$ cat src/rtl/mem_arbiter_pkg.sv
// Shared types and constants for the byte-serial memory arbiter.
// Width codes, FSM state and owner encodings, default address width.
package mem_arbiter_pkg;

  localparam int ADDR_W_DEF = 32;

  localparam logic [2:0] WID_1 = 3'd1;
  localparam logic [2:0] WID_2 = 3'd2;
  localparam logic [2:0] WID_4 = 3'd4;

  typedef enum logic {
    S_IDLE = 1'b0,
    S_BUSY = 1'b1
  } state_t;

  typedef enum logic [1:0] {
    OWN_NONE = 2'd0,
    OWN_IF   = 2'd1,
    OWN_LS   = 2'd2
  } owner_t;

  // Any width code other than 1 or 2 is a full word.
  function automatic logic [2:0] wid_dec(input logic [2:0] w);
    case (w)
      WID_1, WID_2: wid_dec = w;
      default:      wid_dec = WID_4;
    endcase
  endfunction

endpackage

$ cat src/rtl/mem_arbiter_if.sv
// Request/completion bundle for IF and LSB plus the byte-wide RAM port.
// The arbiter takes the slave view; requesters and RAM take the master view.
interface mem_arbiter_if #(
  parameter int ADDR_W = mem_arbiter_pkg::ADDR_W_DEF
);

  logic              if_req_i;
  logic [ADDR_W-1:0] if_addr_i;
  logic              if_done_o;
  logic [31:0]       if_data_o;

  logic              ls_req_i;
  logic              ls_rw_i;
  logic [2:0]        ls_wid_i;
  logic [ADDR_W-1:0] ls_addr_i;
  logic [31:0]       ls_wdata_i;
  logic              ls_done_o;
  logic [31:0]       ls_rdata_o;

  logic [ADDR_W-1:0] mem_a_o;
  logic [7:0]        mem_dout_o;
  logic              mem_wr_o;
  logic [7:0]        mem_din_i;

  modport slave (
    input  if_req_i, if_addr_i,
    output if_done_o, if_data_o,
    input  ls_req_i, ls_rw_i, ls_wid_i,
    input  ls_addr_i, ls_wdata_i,
    output ls_done_o, ls_rdata_o,
    output mem_a_o, mem_dout_o, mem_wr_o,
    input  mem_din_i
  );

  modport master (
    output if_req_i, if_addr_i,
    input  if_done_o, if_data_o,
    output ls_req_i, ls_rw_i, ls_wid_i,
    output ls_addr_i, ls_wdata_i,
    input  ls_done_o, ls_rdata_o,
    input  mem_a_o, mem_dout_o, mem_wr_o,
    output mem_din_i
  );

endinterface

$ cat src/rtl/mem_arb_pick.sv
// Two-way requester pick; LSB first, or round-robin under MEM_ARB_RR_EN.
module mem_arb_pick (
  input  logic if_req,
  input  logic ls_req,
`ifdef MEM_ARB_RR_EN
  input  logic last_ls,
`endif
  output logic gnt_if,
  output logic gnt_ls
);

  logic ls_first;
  logic ls_win;
  logic if_win;

`ifdef MEM_ARB_RR_EN
  assign ls_first = !last_ls;
`else
  assign ls_first = 1'b1;
`endif

  assign ls_win = ls_req && (ls_first || !if_req);
  assign if_win = if_req && !ls_win;

  always_comb begin
    gnt_if = 1'b0;
    gnt_ls = 1'b0;
    unique case (1'b1)
      ls_win:  gnt_ls = 1'b1;
      if_win:  gnt_if = 1'b1;
      default: ;
    endcase
  end

endmodule

$ cat src/rtl/mem_arbiter.sv
// Byte-serial RAM arbiter between instruction fetch and the load/store buffer.
// Define MEM_ARB_RR_EN for round-robin arbitration instead of LSB-first.
module mem_arbiter
  import mem_arbiter_pkg::*;
#(
  parameter int ADDR_W = ADDR_W_DEF
) (
  input  logic         clk,
  input  logic         rst,
  input  logic         rdy,
  input  logic         clr_i,
  mem_arbiter_if.slave bus
);

  state_t            state, state_n;
  owner_t            owner, owner_n;
  logic [2:0]        k, k_n;
  logic [2:0]        wid, wid_n;
  logic [2:0]        km1;
  logic              rw, rw_n;
  logic [ADDR_W-1:0] base, base_n;
  logic [31:0]       wdata, wdata_n;
  logic [31:0]       rbuf, rbuf_n, rcap;
  logic [31:0]       if_data, if_data_n;
  logic [31:0]       ls_data, ls_data_n;
  logic              if_done, if_done_n;
  logic              ls_done, ls_done_n;
  logic              gnt_if, gnt_ls;
  logic              drive;
`ifdef MEM_ARB_RR_EN
  logic              last_ls, last_ls_n;
`endif

  // A requester still seeing its done pulse is holding a stale req.
  mem_arb_pick u_pick (
    .if_req  (bus.if_req_i && !if_done),
    .ls_req  (bus.ls_req_i && !ls_done),
`ifdef MEM_ARB_RR_EN
    .last_ls (last_ls),
`endif
    .gnt_if  (gnt_if),
    .gnt_ls  (gnt_ls)
  );

  assign drive = (state == S_BUSY) && (k < wid);
  assign km1   = k - 3'd1;
  assign rcap  = rbuf | (32'(bus.mem_din_i) << {km1[1:0], 3'b000});

  assign bus.mem_a_o    = drive ? base + ADDR_W'(k) : '0;
  assign bus.mem_wr_o   = drive && rw && rdy;
  assign bus.mem_dout_o = (drive && rw) ? wdata[{k[1:0], 3'b000} +: 8] : 8'h00;
  assign bus.if_done_o  = if_done;
  assign bus.if_data_o  = if_data;
  assign bus.ls_done_o  = ls_done;
  assign bus.ls_rdata_o = ls_data;

  always_comb begin
    state_n   = state;
    owner_n   = owner;
    k_n       = k;
    wid_n     = wid;
    rw_n      = rw;
    base_n    = base;
    wdata_n   = wdata;
    rbuf_n    = rbuf;
    if_data_n = if_data;
    ls_data_n = ls_data;
    if_done_n = 1'b0;
    ls_done_n = 1'b0;
`ifdef MEM_ARB_RR_EN
    last_ls_n = last_ls;
`endif
    unique case (state)
      S_IDLE: begin
        if (!clr_i && (gnt_if || gnt_ls)) begin
          state_n = S_BUSY;
          k_n     = 3'd0;
          rbuf_n  = '0;
`ifdef MEM_ARB_RR_EN
          last_ls_n = gnt_ls;
`endif
          if (gnt_ls) begin
            owner_n = OWN_LS;
            base_n  = bus.ls_addr_i;
            wid_n   = wid_dec(bus.ls_wid_i);
            rw_n    = bus.ls_rw_i;
            wdata_n = bus.ls_wdata_i;
          end else begin
            owner_n = OWN_IF;
            base_n  = bus.if_addr_i;
            wid_n   = WID_4;
            rw_n    = 1'b0;
            wdata_n = '0;
          end
        end
      end
      S_BUSY: begin
        if (rw) begin
          // Stores are committed; a flush never cuts them short.
          if (k == wid - 3'd1) begin
            state_n   = S_IDLE;
            owner_n   = OWN_NONE;
            k_n       = 3'd0;
            ls_done_n = 1'b1;
          end else begin
            k_n = k + 3'd1;
          end
        end else if (clr_i) begin
          state_n = S_IDLE;
          owner_n = OWN_NONE;
          k_n     = 3'd0;
        end else begin
          if (k != 3'd0) rbuf_n = rcap;
          if (k == wid) begin
            state_n = S_IDLE;
            owner_n = OWN_NONE;
            k_n     = 3'd0;
            if (owner == OWN_IF) begin
              if_done_n = 1'b1;
              if_data_n = rcap;
            end else begin
              ls_done_n = 1'b1;
              ls_data_n = rcap;
            end
          end else begin
            k_n = k + 3'd1;
          end
        end
      end
      default: ;
    endcase
  end

  always_ff @(posedge clk or negedge rst) begin
    if (!rst) begin
      state   <= S_IDLE;
      owner   <= OWN_NONE;
      k       <= 3'd0;
      wid     <= 3'd0;
      rw      <= 1'b0;
      base    <= '0;
      wdata   <= '0;
      rbuf    <= '0;
      if_data <= '0;
      ls_data <= '0;
      if_done <= 1'b0;
      ls_done <= 1'b0;
`ifdef MEM_ARB_RR_EN
      last_ls <= 1'b0;
`endif
    end else if (rdy) begin
      state   <= state_n;
      owner   <= owner_n;
      k       <= k_n;
      wid     <= wid_n;
      rw      <= rw_n;
      base    <= base_n;
      wdata   <= wdata_n;
      rbuf    <= rbuf_n;
      if_data <= if_data_n;
      ls_data <= ls_data_n;
      if_done <= if_done_n;
      ls_done <= ls_done_n;
`ifdef MEM_ARB_RR_EN
      last_ls <= last_ls_n;
`endif
    end
  end

endmodule

$ cat src/flat_wrapper.sv
// flat-port wrapper written by rule: the top's interface ports become plain ports
module mem_arbiter_flat import mem_arbiter_pkg::*;
#(
  parameter int ADDR_W = ADDR_W_DEF
)
  (clk, rst, rdy, clr_i, bus_if_req_i, bus_if_addr_i, bus_if_done_o, bus_if_data_o, bus_ls_req_i, bus_ls_rw_i, bus_ls_wid_i, bus_ls_addr_i, bus_ls_wdata_i, bus_ls_done_o, bus_ls_rdata_o, bus_mem_a_o, bus_mem_dout_o, bus_mem_wr_o, bus_mem_din_i);
  mem_arbiter_if #(.ADDR_W(ADDR_W)) bus_i ();
  input  logic clk;
  input  logic rst;
  input  logic rdy;
  input  logic clr_i;
  input wire logic [$bits(bus_i.if_req_i)-1:0] bus_if_req_i;
  input wire logic [$bits(bus_i.if_addr_i)-1:0] bus_if_addr_i;
  output wire logic [$bits(bus_i.if_done_o)-1:0] bus_if_done_o;
  output wire logic [$bits(bus_i.if_data_o)-1:0] bus_if_data_o;
  input wire logic [$bits(bus_i.ls_req_i)-1:0] bus_ls_req_i;
  input wire logic [$bits(bus_i.ls_rw_i)-1:0] bus_ls_rw_i;
  input wire logic [$bits(bus_i.ls_wid_i)-1:0] bus_ls_wid_i;
  input wire logic [$bits(bus_i.ls_addr_i)-1:0] bus_ls_addr_i;
  input wire logic [$bits(bus_i.ls_wdata_i)-1:0] bus_ls_wdata_i;
  output wire logic [$bits(bus_i.ls_done_o)-1:0] bus_ls_done_o;
  output wire logic [$bits(bus_i.ls_rdata_o)-1:0] bus_ls_rdata_o;
  output wire logic [$bits(bus_i.mem_a_o)-1:0] bus_mem_a_o;
  output wire logic [$bits(bus_i.mem_dout_o)-1:0] bus_mem_dout_o;
  output wire logic [$bits(bus_i.mem_wr_o)-1:0] bus_mem_wr_o;
  input wire logic [$bits(bus_i.mem_din_i)-1:0] bus_mem_din_i;
  assign bus_i.if_req_i = bus_if_req_i;
  assign bus_i.if_addr_i = bus_if_addr_i;
  assign bus_if_done_o = bus_i.if_done_o;
  assign bus_if_data_o = bus_i.if_data_o;
  assign bus_i.ls_req_i = bus_ls_req_i;
  assign bus_i.ls_rw_i = bus_ls_rw_i;
  assign bus_i.ls_wid_i = bus_ls_wid_i;
  assign bus_i.ls_addr_i = bus_ls_addr_i;
  assign bus_i.ls_wdata_i = bus_ls_wdata_i;
  assign bus_ls_done_o = bus_i.ls_done_o;
  assign bus_ls_rdata_o = bus_i.ls_rdata_o;
  assign bus_mem_a_o = bus_i.mem_a_o;
  assign bus_mem_dout_o = bus_i.mem_dout_o;
  assign bus_mem_wr_o = bus_i.mem_wr_o;
  assign bus_i.mem_din_i = bus_mem_din_i;
  mem_arbiter #(.ADDR_W(ADDR_W)) u_core (.clk(clk), .rst(rst), .rdy(rdy), .clr_i(clr_i), .bus(bus_i));
endmodule
$ cat config.mk
export PLATFORM = sky130hd
export DESIGN_NAME = mem_arbiter_flat
export DESIGN_NICKNAME = d
export VERILOG_FILES = /design/src/rtl/mem_arbiter_pkg.sv /design/src/rtl/mem_arbiter_if.sv /design/src/rtl/mem_arb_pick.sv /design/src/rtl/mem_arbiter.sv /design/src/flat_wrapper.sv
export SDC_FILE = /design/constraint.sdc
export NUM_CORES = 1
export LEC_CHECK = 0
export ABC_AREA = 1
export CORE_AREA = 2 2 131 133
export CTS_CLUSTER_SIZE = 14
export DETAILED_ROUTE_END_ITERATION = 16
export DIE_AREA = 0 0 133 135
export GPL_ROUTABILITY_DRIVEN = 0
export GPL_TIMING_DRIVEN = 0
export PLACE_DENSITY = 0.84
export SYNTH_ARGS = -nofsm -noshare
export SYNTH_HDL_FRONTEND = slang
export SYNTH_SLANG_ARGS = --single-unit
$ cat constraint.sdc
create_clock -name clk -period 6.3 [get_ports clk]
set_input_delay 0.945 -clock clk [delete_from_list [all_inputs] [get_ports clk]]
set_output_delay 0.945 -clock clk [all_outputs]
set_load 0.02 [all_outputs]
==> out/qor.yml, run 1 <==
global_route:
  grt_pass1_vias: 8442
  antenna_found_initial: 0
  track_usage_pct: 29.93
  grt_first_pass_wirelength_microns: 42580
  grt_max_degree: 96
  grt_overflow_total: 0
final_layout:
  diodes: 0
  num-nets-final: 1481
  final_area_sq_um: 11710
  area_growth_syn_to_layout_pct: 36.15
  drive_gt1_share_pct: 5.474
  n_fill_cell: 1301
clocking:
  cts_sinks: 172
  cts-htree-levels: 4
  cts_inserted_buffers: 17
  root_buffer: "clkbuf_16"
  ctsHoldBuffers: 0
  clockBufferDepth: 2
  post-cts-setup-buffers: 0
  ctsResizeCount: 0
  clk_latency_ns: 0.44
  cts_tree: "yes"
  clkTransAtPathRegs_ns: 0.07
yosys:
  synth_most_common_cell: "nand2_1"
  muxShareOfSynthArea_pct: 0
  synth_ff_type: "dfrtp_1"
  syn_area_per_cell_sq_um: 7.702
  ys_warn_count: 0
  synth-xor-area-share_pct: 0.5090
  synth.area.top_cells: "dfrtp_1 50%, nand2_1 10%, o21ai_0 9.8%, inv_1 6.0%, nor2_1 5.8%"
  synthSimpleGateAreaFrac_pct: 23.11
  synth-seq-cells: 172
  synth_top_area_cell: "dfrtp_1"
  ys_top_cells_by_count: "232 x nand2_1, 172 x dfrtp_1, 168 x o21ai_0"
  synth_area_sq_um: 8603
  ys_async_sr_fraction_pct: 100.0
  post_synth_num_cell_types: 33
  syn_inst: 1117
  synthAdderAreaFrac_pct: 1.542
  synth_seq_area_share_pct: 50.03
  synth_top_family_by_area: "simple AND/OR/NAND/NOR gates"
  synth_compound_area_share_pct: 15.45
  synth_nets: 1241
  synth_edf_count: 0
  synth_top_area_share_pct: 50.03
die:
  ioPinCount: 221
  die_y_microns: 135
  core_area_sq_um: 16410
  placementRows: 47
  start_util_pct: 52.44
  die-width_microns: 133
  die_area_sq_um: 17960
power:
  ir_drop_mv: 0.2468
  p_leak_uw: 0.005310
  fin_total_pwr_uw: 5527
  power_density_nw_per_um2: 471.8
place:
  hpwl_microns: 19680
  pre_cts_ws_ns: 2.026
  dpl_cell_area_sq_um: 11110
  io_buffers: 220
drt:
  wl_microns: 26470
  firstDrtPassIters: 7
  final_antenna_net_count: 0
  wl_per_cell_microns: 16.65
  drc_errors: 0
  drt_iter0_drc: 842
  via_count: 8636
  routed_via_density: 5.431
worst_setup_path:
  worstPathArrival_ns: 3.85
  start_kind: "flop"
  endpoint_kind: "output port"
  worst_path_most_repeated_cell: "nand2_1"
  worst-path-buf-inv: 5
  path_class: "reg2out"
  worstPathMaxFanout: 10
  startpoint: "u_core.k[1]"
  reg2reg_setup_slack_ns: 3.16
  r2r-start: "u_core.k[0]"
  cp_cell_sequence: "buf_2, clkinv_1, fa_1, inv_1, nand2_1, a21oi_1, inv_1, nor2_1, nand2_1, nand2_1, nand2_1, nor2_1, clkdlybuf4s50_1"
  cp.required_ns: 5.35
  cpLargestDelayFamily: "buffers and inverters"
  critical_path.max_stage_delay_ns: 0.63
  rr_endpoint: "u_core.bus.if_done_o"
  worst_path_max_delay_cell: "clkdlybuf4s50_1"
  r2r_cells: 11
timing:
  finalCritPeriodShare_pct: 76.13
  rsz0062_at_grt: "no"
  fin_skew_ns: 0.01244
  setup_viol: 0
  fin_ws_ns: 1.504
  hold_violations: 0
  worstMarginPinSlew_ns: 0.7146
  finalHoldWorstSlack_ns: 0.4807
  maxSlewHeadroom_pct: 52.36
  slew_viol_final: 0
  max_freq_ghz: 0.2085
  finalCriticalPeriod_ns: 4.796
status:
  status: "completed"
worst_hold_path:
  hold_path_depth: 2
  hp-start: "u_core.wdata[6]"
  min_to: "u_core.wdata[6]"
  hp-class: "reg2reg"
run:
  maxCapViolCount: 0
[per-stage QoR]
stage                     util (%)  TNS (ns)  cells
after CTS                    71.39         0   1590
final                        71.39         0   1590
after detailed placement     67.73         0   1558
after global placement       67.54   -457.75   1557
after global routing         71.39         0   1590
after floorplan                  -         0   1117
[cell type report]
type | instances | area [sq um] | share of cell area, %
clock buffer | 17 | 425.4 | 3.632
sequential | 172 | 4304 | 36.74
timing repair buffer | 221 | 2235 | 19.08
inverter | 144 | 540.5 | 4.614
buffer | 52 | 265.3 | 2.264
multi-input combinational | 749 | 3493 | 29.82
tap | 220 | 275.3 | 2.350
clock inverter | 15 | 175.2 | 1.495
[worst register-to-register path, delay by kind of cell, from the launching register on]
family / cells / cell delay, ns
adders and majority gates: 1 / 0.30
AOI/OAI and AO/OA: 1 / 0.19
DFF: 1 / 0.39
and+or+nand+nor: 2 / 0.30
buffers and inverters: 7 / 1.81
[per-layer routing]
layer | track usage [%] | part of all wire [%] | up-vias
li1 | - | - | 4093
met1 | 39.52 | 42 | 4069
met2 | 50.40 | 48 | 413
met3 | 4.354 | 7.4 | 61
met4 | 11.41 | 2.6 | 0
met5 | 0 | 0 | -
[flip-flops by register name (all words and copies together) (netlist names)]
| signal | flops |
|---|---|
| u_core.base | 32 |
| u_core.bus.if_data_o | 32 |
| u_core.bus.ls_rdata_o | 32 |
| u_core.rbuf | 32 |
| u_core.wdata | 32 |
| u_core.k | 3 |
| u_core.wid | 3 |
| u_core.owner | 2 |
| u_core.bus.if_done_o | 1 |
| u_core.bus.ls_done_o | 1 |
| u_core.rw | 1 |
| u_core.state | 1 |
[logic make-up (layout without fill, tap and decap cells)]
| logic type | after synthesis | count (layout) |
|---|---|---|
| xor+xnor | 5 | 5 |
| buf+inv | 196 | 449 |
| compound gates | 255 | 255 |
| flops | 172 | 172 |
| simple gates | 479 | 479 |
| fa+ha+maj | 10 | 10 |
[layout by cell type, fill, tap and decap left out, types with 7 or more instances in the layout]
cell,instances
clkbuf_1,23
clkbuf_16,17
nor3_1,7
nand2_1,232
o21ai_0,168
a21oi_1,40
o21ai_1,9
nand3_1,93
o22ai_1,33
dfrtp_1,172
inv_1,137
clkdlybuf4s50_1,219
ha_1,9
buf_2,18
nor2_1,132
[report_power, final]
group	leakage [uW]	total, uW	internal, uW	switching [uW]
registers	0.00225	1840	1540	302
logic	0.00277	2620	1000	1610
clock network	0.000291	1070	568	503
total	0.00531	5530	3110	2420
[worst max-delay path by stage]
stage               cells after the start                        end
finish                                 13            bus_mem_a_o[28]
global route                           13            bus_mem_a_o[28]
CTS                                    13            bus_mem_a_o[28]
detailed placement                     13            bus_mem_a_o[28]
global placement                        1  u_core.bus.ls_rdata_o[25]
floorplan                              12            bus_mem_a_o[28]
Power figures use the tool's default switching activity.
==> run 2, diff against run 1 <==
Settings changed: CORE_AREA 2 2 131 133 to 2 2 142 144, DIE_AREA 0 0 133 135 to 0 0 144 146, PLACE_DENSITY 0.84 to 0.76.
Clock period 6.3 ns to 4.4 ns, I/O delays scaled along.
==> run 2 against run 1 <==
Sequential power is 43% higher. Clock power is 47% higher. Power is 44% higher. Cell count is 3.0% higher. Via count is 0.19% lower. Sequential cell count stayed put. Global-route usage is 4.1 points lower. Count of clock-buffer cells in the layout is 1 higher. Setup slack worse by 1.3 ns. Die area is 17% higher. Clock skew is 0.0010 ns higher. Critical path depth is 1 higher. Critical path type unchanged. Largest cell class unchanged.
==> out/qor.yml, run 2 (synthesized netlist as in run 1, its figures left out) <==
status:
  status: "completed"  # unchanged
drt:
  drc_errors: 0  # unchanged
  wl_microns: 26710  # was 26,470 microns
  firstDrtPassIters: 6  # was 7
  via_count: 8620  # was 8,636
  routed_via_density: 5.266  # was 5.431
  wl_per_cell_microns: 16.32  # was 16.65 microns
  final_antenna_net_count: 0  # unchanged
  drt_iter0_drc: 751  # was 842
worst_setup_path:
  worstPathArrival_ns: 3.55  # was 3.85 ns
  r2r_cells: 11  # unchanged
  path_class: "reg2out"  # unchanged
  startpoint: "u_core.k[0]"  # was u_core.k[1]
  reg2reg_setup_slack_ns: 1.31  # was 3.16 ns
  rr_endpoint: "u_core.bus.if_done_o"  # unchanged
  worst_path_max_delay_cell: "clkdlybuf4s50_1"  # unchanged
  start_kind: "flop"  # unchanged
  r2r-start: "u_core.k[0]"  # unchanged
  cp.required_ns: 3.74  # was 5.35 ns
  cp-endpoint: "bus_mem_a_o[29]"  # was bus_mem_a_o[28]
  critical_path.max_stage_delay_ns: 0.63  # about the same
  cp_cell_sequence: "buf_2, clkinvlp_4, buf_2, clkbuf_4, ha_1, inv_1, nand2_1, a21oi_1, nor3_2, buf_4, inv_2, clkbuf_4, nor2_1, clkdlybuf4s50_1"  # was buf_2, clkinv_1, fa_1, inv_1, nand2_1, a21oi_1, inv_1, nor2_1, nand2_1, nand2_1, nand2_1, nor2_1, clkdlybuf4s50_1
  endpoint_kind: "output port"  # unchanged
  worstPathMaxFanout: 11  # was 10
final_layout:
  num-nets-final: 1483  # was 1,481
  final_common_cell: "nand2_1"  # unchanged
  seqCellArea_sq_um: 4304  # unchanged
  final_cell_mix: "232 x nand2_1, 214 x clkdlybuf4s50_1, 172 x dfrtp_1"  # was 232 x nand2_1, 219 x clkdlybuf4s50_1, 172 x dfrtp_1
  final_util_pct: 61.17  # was 71.39%
  diodes: 0  # unchanged
  multi_input_area_sq_um: 3500  # was 3493 sq um
  area_growth_syn_to_layout_pct: 37.46  # was 36.15%
  drive_gt1_share_pct: 5.904  # was 5.474%
  fin_cells: 1637  # was 1,590
  n_fill_cell: 1709  # was 1,301
clocking:
  clk_latency_ns: 0.43  # was 0.44 ns
  cts_inserted_buffers: 17  # unchanged
  clkTransAtPathRegs_ns: 0.07  # about the same
  ctsHoldBuffers: 0  # unchanged
  root_buffer: "clkbuf_16"  # unchanged
  cts_sinks: 172  # unchanged
  cts_tree: "yes"  # unchanged
  clockBufferDepth: 2  # unchanged
  cts-htree-levels: 4  # unchanged
timing:
  max_freq_ghz: 0.2377
  maxSlewHeadroom_pct: 57.53  # was 52.36%
  finalCritPeriodShare_pct: 95.60
  setup_viol: 0  # unchanged
  slew_viol_final: 0  # unchanged
  worstMarginPinSlew_ns: 0.6371  # was 0.7146 ns
  finalCriticalPeriod_ns: 4.206
  fin_skew_ns: 0.01345  # was 0.01244 ns
  hold_violations: 0  # unchanged
die:
  placementRows: 51  # was 47
  ioPinCount: 221  # unchanged
  core_area_sq_um: 19330  # was 16,410 sq um
  start_util_pct: 44.50  # was 52.44%
  die-width_microns: 144  # was 133 microns
  die_area_sq_um: 21020  # was 17,960 sq um
  die_y_microns: 146  # was 135 microns
global_route:
  grt_max_degree: 120  # was 96
  antenna_found_initial: 0  # unchanged
  track_usage_pct: 25.83  # was 29.93%
  grt_overflow_total: 0  # unchanged
  grt_pass1_vias: 8518  # was 8,442
  grt_first_pass_wirelength_microns: 42560  # was 42,580 microns
power:
  ir_drop_mv: 0.2994  # was 0.2468 mV
  p_leak_uw: 0.005408  # was 0.005310 uW
  power_density_nw_per_um2: 671.9  # was 471.8 nW/um^2
place:
  dpl.cell_count: 1603  # was 1,558
  io_buffers: 220  # unchanged
  hpwl_microns: 19820  # was 19,680 microns
worst_hold_path:
  hp-class: "in2async"  # was reg2reg
run:
  maxCapViolCount: 0  # unchanged
[run 2: timing repair]
action,in CTS,in global routing
gates resized for setup,1,10
pin swaps,1,0
setup buffers,2,0
setup endpoints to repair,3,17
[run 2: critical path: cells and delay by family, from the launching register on]
family	cells	cell delay, ns
AOI/OAI and AO/OA	1	0.07
and+or+nand+nor	3	0.41
DFF	1	0.42
adders and majority gates	1	0.16
buffers and inverters	9	2.05
[run 2: metrics by stage]
step / hold slack [ns] / power, uW / TNS, ns / area [sq um] / setup WS, ns
detailed placement: 0.4628 / 6313 / 0 / 11170 / 0.4042
global placement: 0.4568 / 6234 / -757.45 / 11140 / -4.427
CTS: 0.1343 / 7937 / 0 / 11800 / 0.08918
finish: 0.1263 / 7946 / 0 / 11830 / 0.1936
floorplan: 0.3644 / 4753 / 0 / 8603 / 1.427
global route: 0.1442 / 8494 / -0.02443 / 11830 / -0.02443
[run 2: worst min-delay path by stage]
stage                           startpoint               end  slack (ns)
final                                  rst     u_core.wid[1]        0.13
after global routing                   rst   u_core.wdata[4]        0.14
after CTS                              rst   u_core.wdata[4]        0.13
after detailed placement  u_core.wdata[28]  u_core.wdata[28]        0.46
after global placement     u_core.owner[1]   u_core.owner[1]        0.46
after floorplan                        rst    u_core.base[0]        0.36
[run 2: final cells by class]
cell class	count	area share (%)
Buffer	52	2.285
Multi-Input combinational cell	749	29.59
Inverter	144	4.613
Sequential cell	172	36.39
Clock buffer	18	3.714
Timing Repair Buffer	223	19.13
Tap cell	265	2.804
Clock inverter	14	1.471
[run 2: power breakdown]
| part | total [uW] | internal, uW | switching, uW |
|---|---|---|---|
| combinational | 3750 | 1460 | 2300 |
| sequential | 2630 | 2200 | 427 |
| clock | 1570 | 875 | 690 |
[run 2: metal layers]
layer	GRT usage, %	vias to the layer above	share of wire, %	routed length, microns
met1	34.19	4078	42	11220
met3	5.627	55	7.6	2030
met5	0	-	0	0
li1	-	4114	-	-
met4	8.873	0	2.5	670
met2	41.95	373	48	12790
